File: src/rtl/seg7_pkg.sv
// Shared definitions for the multiplexed seven-segment counter:
// segment patterns, the BCD digit type and an elaboration-time binary-to-BCD helper.
package seg7_pkg;

    // Segment order is {g,f,e,d,c,b,a}, active-high
    localparam logic [6:0] SEG_0   = 7'h3F;
    localparam logic [6:0] SEG_1   = 7'h06;
    localparam logic [6:0] SEG_2   = 7'h5B;
    localparam logic [6:0] SEG_3   = 7'h4F;
    localparam logic [6:0] SEG_4   = 7'h66;
    localparam logic [6:0] SEG_5   = 7'h6D;
    localparam logic [6:0] SEG_6   = 7'h7D;
    localparam logic [6:0] SEG_7   = 7'h07;
    localparam logic [6:0] SEG_8   = 7'h7F;
    localparam logic [6:0] SEG_9   = 7'h6F;
    localparam logic [6:0] SEG_OFF = 7'h00;

    localparam int unsigned MAX_DIGITS = 4;

    typedef logic [3:0] bcd_digit_t;

    // Converts a binary value to packed BCD, digit 0 in [3:0]; used only on constants
    function automatic logic [4*MAX_DIGITS-1:0] bin_to_bcd(input int unsigned value);
        int unsigned                 v;
        logic [4*MAX_DIGITS-1:0]     r;
        v = value;
        r = '0;
        for (int i = 0; i < MAX_DIGITS; i++) begin
            r[4*i +: 4] = 4'(v % 10);
            v           = v / 10;
        end
        return r;
    endfunction

endpackage

File: src/rtl/seg7_hex_decode.sv
// Combinational BCD digit to seven-segment decoder. Codes 10..15 blank the display.
module seg7_hex_decode
    import seg7_pkg::*;
(
    input  bcd_digit_t digit,
    output logic [6:0] seg
);

    // Pattern lookup; non-decimal codes are unreachable but decode to all-off
    always_comb begin
        seg = SEG_OFF;
        case (digit)
            4'd0:    seg = SEG_0;
            4'd1:    seg = SEG_1;
            4'd2:    seg = SEG_2;
            4'd3:    seg = SEG_3;
            4'd4:    seg = SEG_4;
            4'd5:    seg = SEG_5;
            4'd6:    seg = SEG_6;
            4'd7:    seg = SEG_7;
            4'd8:    seg = SEG_8;
            4'd9:    seg = SEG_9;
            default: seg = SEG_OFF;
        endcase
    end

endmodule

File: src/rtl/seg7_mux_counter.sv
// Multi-digit BCD up/down counter with a time-multiplexed seven-segment output.
// Optional build macro SEG7_MUX_BLANK_EN enables leading-zero blanking of digits above 0.
module seg7_mux_counter
    import seg7_pkg::*;
#(
    parameter int unsigned CLK_DIV    = 10_000_000,
    parameter int unsigned NUM_DIGITS = 2,
    parameter int unsigned LIMIT      = 99,
    parameter int unsigned SCAN_DIV   = 10_000
) (
    input  logic                    clk,
    input  logic                    rst_n,
    input  logic                    en,
    input  logic                    up_dn,
    input  logic                    clear,
    output logic [6:0]              seg,
    output logic [NUM_DIGITS-1:0]   an,
    output logic [4*NUM_DIGITS-1:0] count_bcd,
    output logic                    step,
    output logic                    wrap
);

    localparam int unsigned PW = $clog2(CLK_DIV);
    localparam int unsigned SW = (SCAN_DIV > 1) ? $clog2(SCAN_DIV) : 1;
    localparam int unsigned IW = (NUM_DIGITS > 1) ? $clog2(NUM_DIGITS) : 1;
    localparam logic [4*MAX_DIGITS-1:0] LIMIT_BCD_ALL = bin_to_bcd(LIMIT);
    localparam logic [4*NUM_DIGITS-1:0] LIMIT_BCD     = LIMIT_BCD_ALL[4*NUM_DIGITS-1:0];

    if (CLK_DIV < 2) begin : g_bad_clk_div
        $error("seg7_mux_counter: CLK_DIV must be >= 2");
    end
    if (SCAN_DIV < 1) begin : g_bad_scan_div
        $error("seg7_mux_counter: SCAN_DIV must be >= 1");
    end
    if (NUM_DIGITS < 1 || NUM_DIGITS > MAX_DIGITS) begin : g_bad_digits
        $error("seg7_mux_counter: NUM_DIGITS must be 1..4");
    end
    if (LIMIT < 1 || LIMIT > 10**NUM_DIGITS - 1) begin : g_bad_limit
        $error("seg7_mux_counter: LIMIT out of range for NUM_DIGITS");
    end

    logic [PW-1:0]           presc_q, presc_d;
    logic [4*NUM_DIGITS-1:0] count_q, count_d;
    logic                    step_q, step_d;
    logic                    wrap_q, wrap_d;
    logic [SW-1:0]           scan_cnt_q, scan_cnt_d;
    logic [IW-1:0]           idx_q, idx_d;
    logic [6:0]              seg_q, seg_d;
    logic [NUM_DIGITS-1:0]   an_q, an_d;

    // Ripple carry/borrow chain producing count+1 and count-1 in BCD
    logic [NUM_DIGITS-1:0]   carry, borrow;
    logic [4*NUM_DIGITS-1:0] cnt_inc, cnt_dec;

    assign carry[0]  = 1'b1;
    assign borrow[0] = 1'b1;

    for (genvar i = 0; i < NUM_DIGITS; i++) begin : g_digit
        bcd_digit_t d;
        assign d = count_q[4*i +: 4];
        assign cnt_inc[4*i +: 4] = !carry[i]  ? d : ((d == 4'd9) ? 4'd0 : d + 4'd1);
        assign cnt_dec[4*i +: 4] = !borrow[i] ? d : ((d == 4'd0) ? 4'd9 : d - 4'd1);
        if (i < NUM_DIGITS - 1) begin : g_chain
            assign carry[i+1]  = carry[i] && (d == 4'd9);
            assign borrow[i+1] = borrow[i] && (d == 4'd0);
        end
    end

    // Prescaler and count update; clear wins over a step due on the same edge
    always_comb begin
        presc_d = presc_q;
        count_d = count_q;
        step_d  = 1'b0;
        wrap_d  = 1'b0;
        if (clear) begin
            presc_d = '0;
            count_d = '0;
        end else if (en) begin
            if (presc_q == PW'(CLK_DIV - 1)) begin
                presc_d = '0;
                step_d  = 1'b1;
                if (up_dn) begin
                    if (count_q == LIMIT_BCD) begin
                        count_d = '0;
                        wrap_d  = 1'b1;
                    end else begin
                        count_d = cnt_inc;
                    end
                end else begin
                    if (count_q == '0) begin
                        count_d = LIMIT_BCD;
                        wrap_d  = 1'b1;
                    end else begin
                        count_d = cnt_dec;
                    end
                end
            end else begin
                presc_d = presc_q + 1'b1;
            end
        end
    end

    // Free-running scan timer and digit index
    always_comb begin
        scan_cnt_d = scan_cnt_q + 1'b1;
        idx_d      = idx_q;
        if (scan_cnt_q == SW'(SCAN_DIV - 1)) begin
            scan_cnt_d = '0;
            idx_d      = (idx_q == IW'(NUM_DIGITS - 1)) ? '0 : idx_q + 1'b1;
        end
    end

    // Select the digit currently being scanned
    bcd_digit_t sel_digit;
    logic       blank_sel;
    logic [6:0] dec_seg;

`ifdef SEG7_MUX_BLANK_EN
    // lead_zero[k]: digit k and every digit above it are zero
    logic [NUM_DIGITS-1:0] lead_zero;
    for (genvar k = 0; k < NUM_DIGITS; k++) begin : g_lz
        if (k == NUM_DIGITS - 1) begin : g_top
            assign lead_zero[k] = (count_q[4*k +: 4] == 4'd0);
        end else begin : g_mid
            assign lead_zero[k] = (count_q[4*k +: 4] == 4'd0) && lead_zero[k+1];
        end
    end
`endif

    // Mux the scanned digit and its blanking flag
    always_comb begin
        sel_digit = '0;
        blank_sel = 1'b0;
        for (int i = 0; i < NUM_DIGITS; i++) begin
            if (idx_q == IW'(i)) begin
                sel_digit = count_q[4*i +: 4];
`ifdef SEG7_MUX_BLANK_EN
                blank_sel = (i != 0) && lead_zero[i];
`endif
            end
        end
    end

    seg7_hex_decode u_decode (
        .digit (sel_digit),
        .seg   (dec_seg)
    );

    // Output register inputs: seg and an update together from the same index
    always_comb begin
        seg_d = blank_sel ? SEG_OFF : dec_seg;
        an_d  = NUM_DIGITS'(1) << idx_q;
    end

    // State and output registers
    always_ff @(posedge clk or negedge rst_n) begin
        if (!rst_n) begin
            presc_q    <= '0;
            count_q    <= '0;
            step_q     <= 1'b0;
            wrap_q     <= 1'b0;
            scan_cnt_q <= '0;
            idx_q      <= '0;
            seg_q      <= '0;
            an_q       <= '0;
        end else begin
            presc_q    <= presc_d;
            count_q    <= count_d;
            step_q     <= step_d;
            wrap_q     <= wrap_d;
            scan_cnt_q <= scan_cnt_d;
            idx_q      <= idx_d;
            seg_q      <= seg_d;
            an_q       <= an_d;
        end
    end

    assign seg       = seg_q;
    assign an        = an_q;
    assign count_bcd = count_q;
    assign step      = step_q;
    assign wrap      = wrap_q;

endmodule

File: config.mk
export PLATFORM = sky130hd
export DESIGN_NAME = seg7_mux_counter
export DESIGN_NICKNAME = d
export VERILOG_FILES = /design/src/rtl/seg7_pkg.sv /design/src/rtl/seg7_hex_decode.sv /design/src/rtl/seg7_mux_counter.sv
export SDC_FILE = /design/constraint.sdc
export NUM_CORES = 1
export LEC_CHECK = 0
export CORE_MARGIN = 4
export CORE_UTILIZATION = 55
export CTS_BUF_LIST = sky130_fd_sc_hd__clkbuf_8 sky130_fd_sc_hd__clkbuf_16
export DETAILED_ROUTE_END_ITERATION = 8
export PLACE_DENSITY = 0.75
export SETUP_SLACK_MARGIN = 0.05
export SLEW_MARGIN = 25
export SYNTH_ARGS = -nofsm -noshare
export SYNTH_HDL_FRONTEND = slang
export SYNTH_SLANG_ARGS = --single-unit
File: constraint.sdc
create_clock -name clk -period 4.6 [get_ports clk]
set_clock_uncertainty 0.05 [all_clocks]
set_input_delay 0.92 -clock clk [delete_from_list [all_inputs] [get_ports clk]]
set_output_delay 0.92 -clock clk [all_outputs]
set_load 0.01 [all_outputs]
==> metrics.cfg, run 1 <==
[route]
ant_nets = 0
top_layer_used = met4
via_per_inst = 5.91
drc = 0
wire_per_inst_um = 15.7
finalWirelength_mm = 6.91
wl_met1_mm = 3.32
wl_met3_um = 292
num_vias = 2606
first_pass_iters = 5
drtIter0Drc = 180
wl_met2_mm = 3.19

[synthesis]
synth.avg_cell_area_um2 = 9.73
yosysSeqAreaShare = 0.439
synth_async_sr_flop_share = 1.00
synth_seq_cells = 58
synth_nets = 361
synthCells = 340
yosysUniqueCellTypes = 59
synth_flop_cell = dfrtp_1
syn_area_mm2 = 0.00331
synth_warnings = 0
synth_enable_flop_cells = 0

[sta]
tns_ns = 0
clock.fmax_mhz = 332
relSlewSlack = 0.497
min_period_over_period = 0.655
rsz0062_at_grt = false
setup_viol = 0
drv_slew = 0
fin_crit_ns = 3.01
worst_pin_slew_ns = 0.734
finalHoldViolations = 0

[clocking]
htree_levels = 3
cts_resized = 0
clk_path_buf_depth = 2
cts_sinks = 58
post_cts_buffers = 0
hold_buffers = 0
clk_pin_slew_ns = 0.07
clk_latency_ns = 0.34
numCtsBuffers = 9
cts_tree = yes
cts-root-buf = clkbuf_8

[power_and_ir_drop]
p_leak_nw = 1.63
irDropWorstVdd_mv = 0.207
power.density_mw_per_mm2 = 338
total_power_mw = 1.29

[finish]
drive_gt1_frac = 0.0894
register_area_mm2 = 0.00145
multi_input_area_mm2 = 0.00174
fillers = 466
fin_nets = 385
n_antenna_cell = 0
syn_to_final_growth_pct = 15.0

[floorplan]
rows = 27
coreArea_mm2 = 0.00568
design.die.area_mm2 = 0.00732
die_y_um = 85.5
die_x_um = 85.5
ioPinCount = 24
start_util = 0.583

[worst_setup_path]
critPathKind = in2reg
arrival_ns = 3.23
required_ns = 4.81
cp_max_fo = 20
cp-end-kind = flip-flop
rrSetupSlack_ns = 2.34
worstSetupStartpointType = input pin

[place]
place_congestion = 0.855
place_hpwl_mm = 4.67
portBuffers = 23

[grt]
grt_pass1_wl_mm = 12.5
grt_max_degree = 59
grt.total_usage = 0.213
antenna_found_initial = 0
grt_overflow_total = 0
grt_pass1_vias = 2670

[status]
outcome = finished clean

[flow_run]
drv_cap = 0

[min_path]
hp-class = reg2reg

-- Yosys cell counts (3+ instances only) --
library cell  instances  area (um^2)
xor2_1               19          166
nor3b_1               3         22.5
a32o_1                4         40.0
a21oi_1              12         60.1
nand2_1              19         71.3
mux2i_1               5         50.1
nor2b_1               4         25.0
nor3_1                8         40.0
ha_1                 16          200
a31oi_1               5         31.3
clkbuf_1              6         22.5
and3_1                9         56.3
xnor2_1               9         78.8
nor2_1               46          173
buf_2                 4         20.0
o21ai_2               4         35.0
dfrtp_1              58         1450
nand4_1              11         68.8
nand3_1              15         75.1
nor4_1                4         25.0
and4_1                3         26.3
inv_1                14         52.6
nand2b_1              3         18.8
o21ai_0              11         55.1
o22ai_1               3         18.8
-- metal layers --
metal / global-route usage / vias up
met1: 0.302 / 1259
met4: 0.106 / 0
met3: 0.0365 / 10
li1: - / 1269
met5: 0 / -
met2: 0.313 / 68
-- registers in the layout, summed over array words and instances, names as in the netlist --
name        count
presc_q        24
scan_cnt_q     14
count_bcd       8
seg             7
an              2
idx_q           1
step            1
wrap            1
-- report_power, final --
part | switching [mW] | internal, mW
Sequential | 0.0329 | 0.531
Clock | 0.216 | 0.320
Combinational | 0.0984 | 0.0871
Total | 0.347 | 0.938
-- cell type report --
cell class | instances | area share
multi-input combinational | 256 | 0.458
timing repair buffer | 25 | 0.0632
clock buffer | 10 | 0.0362
inverter | 14 | 0.0138
sequential | 58 | 0.382
tap | 72 | 0.0237
clock inverter | 6 | 0.0234
-- worst paths after layout --
path                          startpoint             to  depth (start not counted)
min reg2reg                scan_cnt_q[0]  scan_cnt_q[0]                          1
max in group asynchronous          rst_n         seg[2]                          2
min in group asynchronous          rst_n  scan_cnt_q[4]                          2
max                                clear    presc_q[17]                          7
min                        scan_cnt_q[0]  scan_cnt_q[0]                          1
max reg2reg                 count_bcd[0]   count_bcd[7]                          6
-- placed cells by master (no fill, tap or decap), drive strengths merged, types with 4 or more instances in the layout --
master and count:
nor2b 4, and3 10, nand4 12, nor4 6, dfrtp 58, a21oi 13
clkbuf 10, xnor2 9, a31oi 5, clkdlybuf4s50 22, ha 16, nand2 19
inv 15, a32o 4, o21ai 17, nor2 46, xor2 19, nor3 8
mux2i 5, nand3 15
-- through the flow --
step	std cells	hold WS [ns]	setup WS, ns	instance area, um^2	utilization
floorplan	340	0.299	2.39	3310	-
global placement	425	0.424	1.35	3580	0.630
detailed placement	425	0.431	1.28	3580	0.630
CTS	441	0.441	1.61	3800	0.670
global route	441	0.453	1.42	3800	0.670
finish	441	0.439	1.59	3800	0.670
-- critical path, cell delays in order --
cell             delay, ns
clkdlybuf4s50_1       0.94
buf_4                 0.27
nor2_1                0.08
nor4_4                0.53
nand4_1               0.20
xor2_1                0.17
nor2_1                0.11
-- cells by family after synthesis --
| logic type | after synthesis | share of synthesized area |
|---|---|---|
| compound gates | 62 | 0.131 |
| mux | 8 | 0.0253 |
| simple gates | 142 | 0.236 |
| flops | 58 | 0.439 |
| xor+xnor | 28 | 0.0742 |
| fa+ha+maj | 16 | 0.0605 |
| buf+inv | 26 | 0.0344 |
Power figures use the tool's default switching activity.
==> run 2: changes to the inputs <==
Clock period 4.6 ns to 2.8 ns, I/O delays scaled along.
==> metrics.cfg, run 2 (same netlist as run 1, synthesis figures left out) <==
[sta]
setup_viol = 0
clock.fmax_mhz = 433
rsz0062_at_grt = false
drv_slew = 0
fin_crit_ns = 2.31
relSlewSlack = 0.499
finalHoldViolations = 0
min_period_over_period = 0.825
tns_ns = 0
worst_pin_slew_ns = 0.731

[clocking]
cts_resized = 0
clk_latency_ns = 0.32
cts_tree = yes
post_cts_buffers = 0
cts_sinks = 58
clk_path_buf_depth = 2
hold_buffers = 0
numCtsBuffers = 9
cts-root-buf = clkbuf_8
htree_levels = 3
clk_pin_slew_ns = 0.06

[finish]
drive_gt1_frac = 0.0914
n_antenna_cell = 0
syn_to_final_growth_pct = 15.0
final_common_cell = dfrtp_1
final_cells = 444
final_cell_mix = 58 x dfrtp_1, 46 x nor2_1, 22 x clkdlybuf4s50_1, 19 x nand2_1, 19 x xor2_1
design_area_mm2 = 0.00380
largest_register_ffs = 24
regMostFlops = presc_q
post-route-util = 0.670
fin_nets = 389

[floorplan]
ioPinCount = 24
rows = 27
design.die.area_mm2 = 0.00732
coreArea_mm2 = 0.00568
die_x_um = 85.5
die_y_um = 85.5
start_util = 0.583

[grt]
grt_max_degree = 59
grt_pass1_wl_mm = 11.9
grt_pass1_vias = 2586
antenna_found_initial = 0
grt.total_usage = 0.202
grt_overflow_total = 0

[route]
drtIter0Drc = 133
wire_per_inst_um = 15.4
via_per_inst = 5.87
first_pass_iters = 4
ant_nets = 0
finalWirelength_mm = 6.85
num_vias = 2606
drc = 0

[worst_setup_path]
reg2reg_depth = 6
critPathKind = reg2reg
cp_max_fo = 9
arrival_ns = 2.45
required_ns = 2.94
worstSetupStartpointType = flip-flop
cp-end-kind = flip-flop

[min_path]
hp-class = in2async

[power_and_ir_drop]
power.density_mw_per_mm2 = 517
irDropWorstVdd_mv = 0.317
p_leak_nw = 1.65

[place]
placed_cells = 429
dpl_cell_area_mm2 = 0.00362
place_congestion = 0.807
portBuffers = 23
place_hpwl_mm = 4.78

[flow_run]
drv_cap = 0

[status]
outcome = finished clean

run 2: cell count changes in the layout (fill, tap and decap cells not counted):
cell / before / now
buf_4: 2 / 5
clkinvlp_4: 2 / 0
inv_1: 14 / 16
buf_12: 0 / 1
bufinv_16: 2 / 1
clkinv_2: 1 / 2
inv_6: 1 / 0
run 2: final cells by class:
class	count	area [um^2]
fill	467	1870
multi-input combinational	256	1740
sequential	58	1450
timing repair buffer	29	283
clock buffer	10	138
tap	72	90.1
inverter	14	52.6
clock inverter	5	47.5
run 2: final timing paths:
| check | to | slack (ns) | start |
|---|---|---|---|
| worst max-delay path | count_bcd[6] | 0.49 | count_bcd[0] |
| worst min-delay path | scan_cnt_q[4] | 0.17 | rst_n |
| worst max register to register | count_bcd[6] | 0.49 | count_bcd[0] |
| worst min register to register | scan_cnt_q[0] | 0.44 | scan_cnt_q[0] |
| max in group asynchronous | seg[2] | 2.25 | rst_n |
| min in group clk | scan_cnt_q[0] | 0.44 | scan_cnt_q[0] |
run 2: worst max-delay path, cell delays in order, from the launching register on:
cell	delay (ns)
dfrtp_1	0.47
inv_1	0.17
ha_1	0.20
or3b_2	0.45
a21oi_1	0.36
o21ai_2	0.14
mux2_1	0.34
run 2: power breakdown:
part / switching [mW] / total (mW) / internal (mW)
logic: 0.163 / 0.312 / 0.148
registers: 0.0518 / 0.924 / 0.872
clock network: 0.309 / 0.730 / 0.421
run 2: layer usage:
metal,vias up,track usage,wire length [um]
li1,1271,-,-
met1,1262,0.289,3420
met2,63,0.304,3050
met3,10,0.0288,259
met4,0,0.0921,125
met5,-,0,0
run 2: through the flow:
| step | total power [mW] | hold slack (ns) | setup slack, ns |
|---|---|---|---|
| after detailed placement | 1.25 | 0.429 | 0.393 |
| after global placement | 1.24 | 0.424 | 0.419 |
| final | 1.97 | 0.173 | 0.489 |
| after global routing | 2.06 | 0.207 | 0.414 |
| after CTS | 1.98 | 0.190 | 0.547 |
| after floorplan | 1.11 | 0.214 | 0.771 |
==> RTL change, RTL diff (config.mk and constraints of run 2) <==
Add a define of `SEG7_MUX_BLANK_EN`.
--- a/src/rtl/seg7_mux_counter.sv
+++ b/src/rtl/seg7_mux_counter.sv
@@ -1,5 +1,7 @@
 // Multi-digit BCD up/down counter with a time-multiplexed seven-segment output.
 // Optional build macro SEG7_MUX_BLANK_EN enables leading-zero blanking of digits above 0.
+`define SEG7_MUX_BLANK_EN
+
 module seg7_mux_counter
     import seg7_pkg::*;
 #(
Behaviour: same outputs for any inputs over 10 cycles, from zero or initial values and one cycle with rst_n low; that may be too few to reach the edited logic, so the function may still have changed.
==> RTL change against run 2 <==
  * Hold slack improved by 0.050 ns
  * Worst setup slack improved by 0.11 ns
  * Cell area decreased by 1.4%
  * Sequential cell count unchanged
  * Routed wire length decreased by 0.38%
  * First-iteration DRC count increased by 17%
  * Total power increased by 8.5%
  * Synthesized area decreased by 2.2%
  * Critical path type is now flip-flop to primary output
==> RTL change: results (changes against run 2) <==
| Metric | Value |
|---|---|
| Asr flop ratio synth | 100% (unchanged) |
| Synth top cells by count | dfrtp_1 (58), nor2_1 (48), a21oi_1 (26), nand2_1 (26) |
| Antenna Cells | 0 (unchanged) |
| Met2 GRT Util | 31.7% (+1.3 points) |
| Post-synthesis mux area share | 2.86% (+0.33 points) |
| Global-route usage over all layers | 20.2% (about the same) |
| Clk pin slew, worst setup/hold paths | 0.07 ns |
| Final-stage net count | 384 (-1.3%) |
| Synth top area cells | dfrtp_1 (45%), nor2_1 (5.6%), ha_1 (4.6%) |
| Critical path fanouts, max | 13 (+4) |
| Post-Syn Nets | 358 (-0.83%) |
| Global placement routability congestion | 0.890 (+10%) |
| RR Startpoint | count_bcd[4] |
| Final HPWL DP | 4870 um (+1.9%) |
| Met1 Usage GRT | 27.3% (-1.6 points) |
| CTS max path bufs | 2 (unchanged) |
| Vias in the first global route | 2470 (-4.5%) |
| Synth Area in Compound Gates | 10.8% (-2.3 points) |
| Register-to-Register Setup Slack | 0.60 ns (+0.11 ns) |
| Distinct cells, synth | 52 (-12%) |
| Maximum VDD drop | 0.614 mV (+94%) |
| Row Count | 27 (unchanged) |
| CP delay by family, top | flip-flops |
| Synth Area in Adders | 4.64% (-1.4 points) |
| Post_cts resized | 0 (unchanged) |
| CP Launch Point | count_bcd[2] |
| Actual slew at the worst max-slew pin | 0.763 ns (+0.0322 ns) |
| DRT iter0 DRCs | 155 (+17%) |
| Vias | 2576 (-1.2%) |
| Max reg flops | 24 (unchanged) |
| Routed wire length | 6830 um (-0.38%) |
| H-tree depth | 3 (unchanged) |
| Share of layout cells above drive strength 1 | 9.95% (+0.81 points) |
| Clk_lat worst skew | 0.34 ns (+0.02 ns) |
| Psw | 0.582 mW (+11%) |
| Reg2reg end | count_bcd[4] |
| Status | complete, no violations |
| Worst EP arrival | 1.60 ns (-0.85 ns) |
| Routing usage on met3 | 6.18% (+3.3 points) |
| Pin count of the biggest net entering global routing | 32 (-46%) |
| First-pass GRT wire length | 11700 um (-2.0%) |
| Post-CTS setup buffers | 0 (unchanged) |
| Leak Pwr | 1.57 nW (-4.7%) |
| Register area share after synthesis | 44.9% (+0.97 points) |
| Synth Area in XOR/XNOR | 8.39% (+0.98 points) |
| Yosys warning count | 0 (unchanged) |
| GR peak layer | met2 |
| Crit-path max cell delay | 0.63 ns (+0.16 ns) |
RTL change: worst max path at each step:
stage	slack, ns	to
floorplan	0.93	presc_q[13]
global placement	0.40	presc_q[13]
detailed placement	0.39	presc_q[13]
CTS	0.60	count_bcd[2]
global route	0.43	count_bcd[4]
finish	0.59	count_bcd[2]
RTL change: cells by family after synthesis:
kind of cell | count (synthesis)
flops | 58
buf+inv | 25
xor+xnor | 31
fa+ha+maj | 12
compound gates | 54
mux | 9
simple gates | 152
RTL change: area by class of cell:
cell class	count	area, um2
inverter	11	41.3
clock buffer	10	138
fill	462	1860
tap	72	90.1
clock inverter	6	88.8
multi-input combinational	258	1660
timing repair buffer	29	283
sequential	58	1450
RTL change: metrics by stage:
stage / cells / hold WS [ns] / cell area (um2) / setup WS, ns
2_1_floorplan: 341 / 0.214 / 3240 / 0.932
3_3_place_gp: 428 / 0.425 / 3520 / 0.397
3_5_place_dp: 428 / 0.436 / 3520 / 0.390
4_1_cts: 444 / 0.234 / 3750 / 0.599
5_1_grt: 444 / 0.271 / 3750 / 0.434
6_report: 444 / 0.223 / 3750 / 0.594
RTL change: metal layers:
layer	wire length, um	vias to the layer above
li1	-	1255
met2	3280	82
met1	3080	1232
met3	426	7
met4	47	0
met5	0	-
RTL change: power by group through the flow:
| stage | combinational [mW] | sequential [mW] | clock [mW] |
|---|---|---|---|
| final | 0.320 | 0.935 | 0.877 |
| after global routing | 0.352 | 0.941 | 0.939 |
| after CTS | 0.322 | 0.933 | 0.895 |
| after detailed placement | 0.321 | 0.949 | 0 |
| after global placement | 0.315 | 0.947 | 0 |
| after floorplan | 0.181 | 0.941 | 0 |
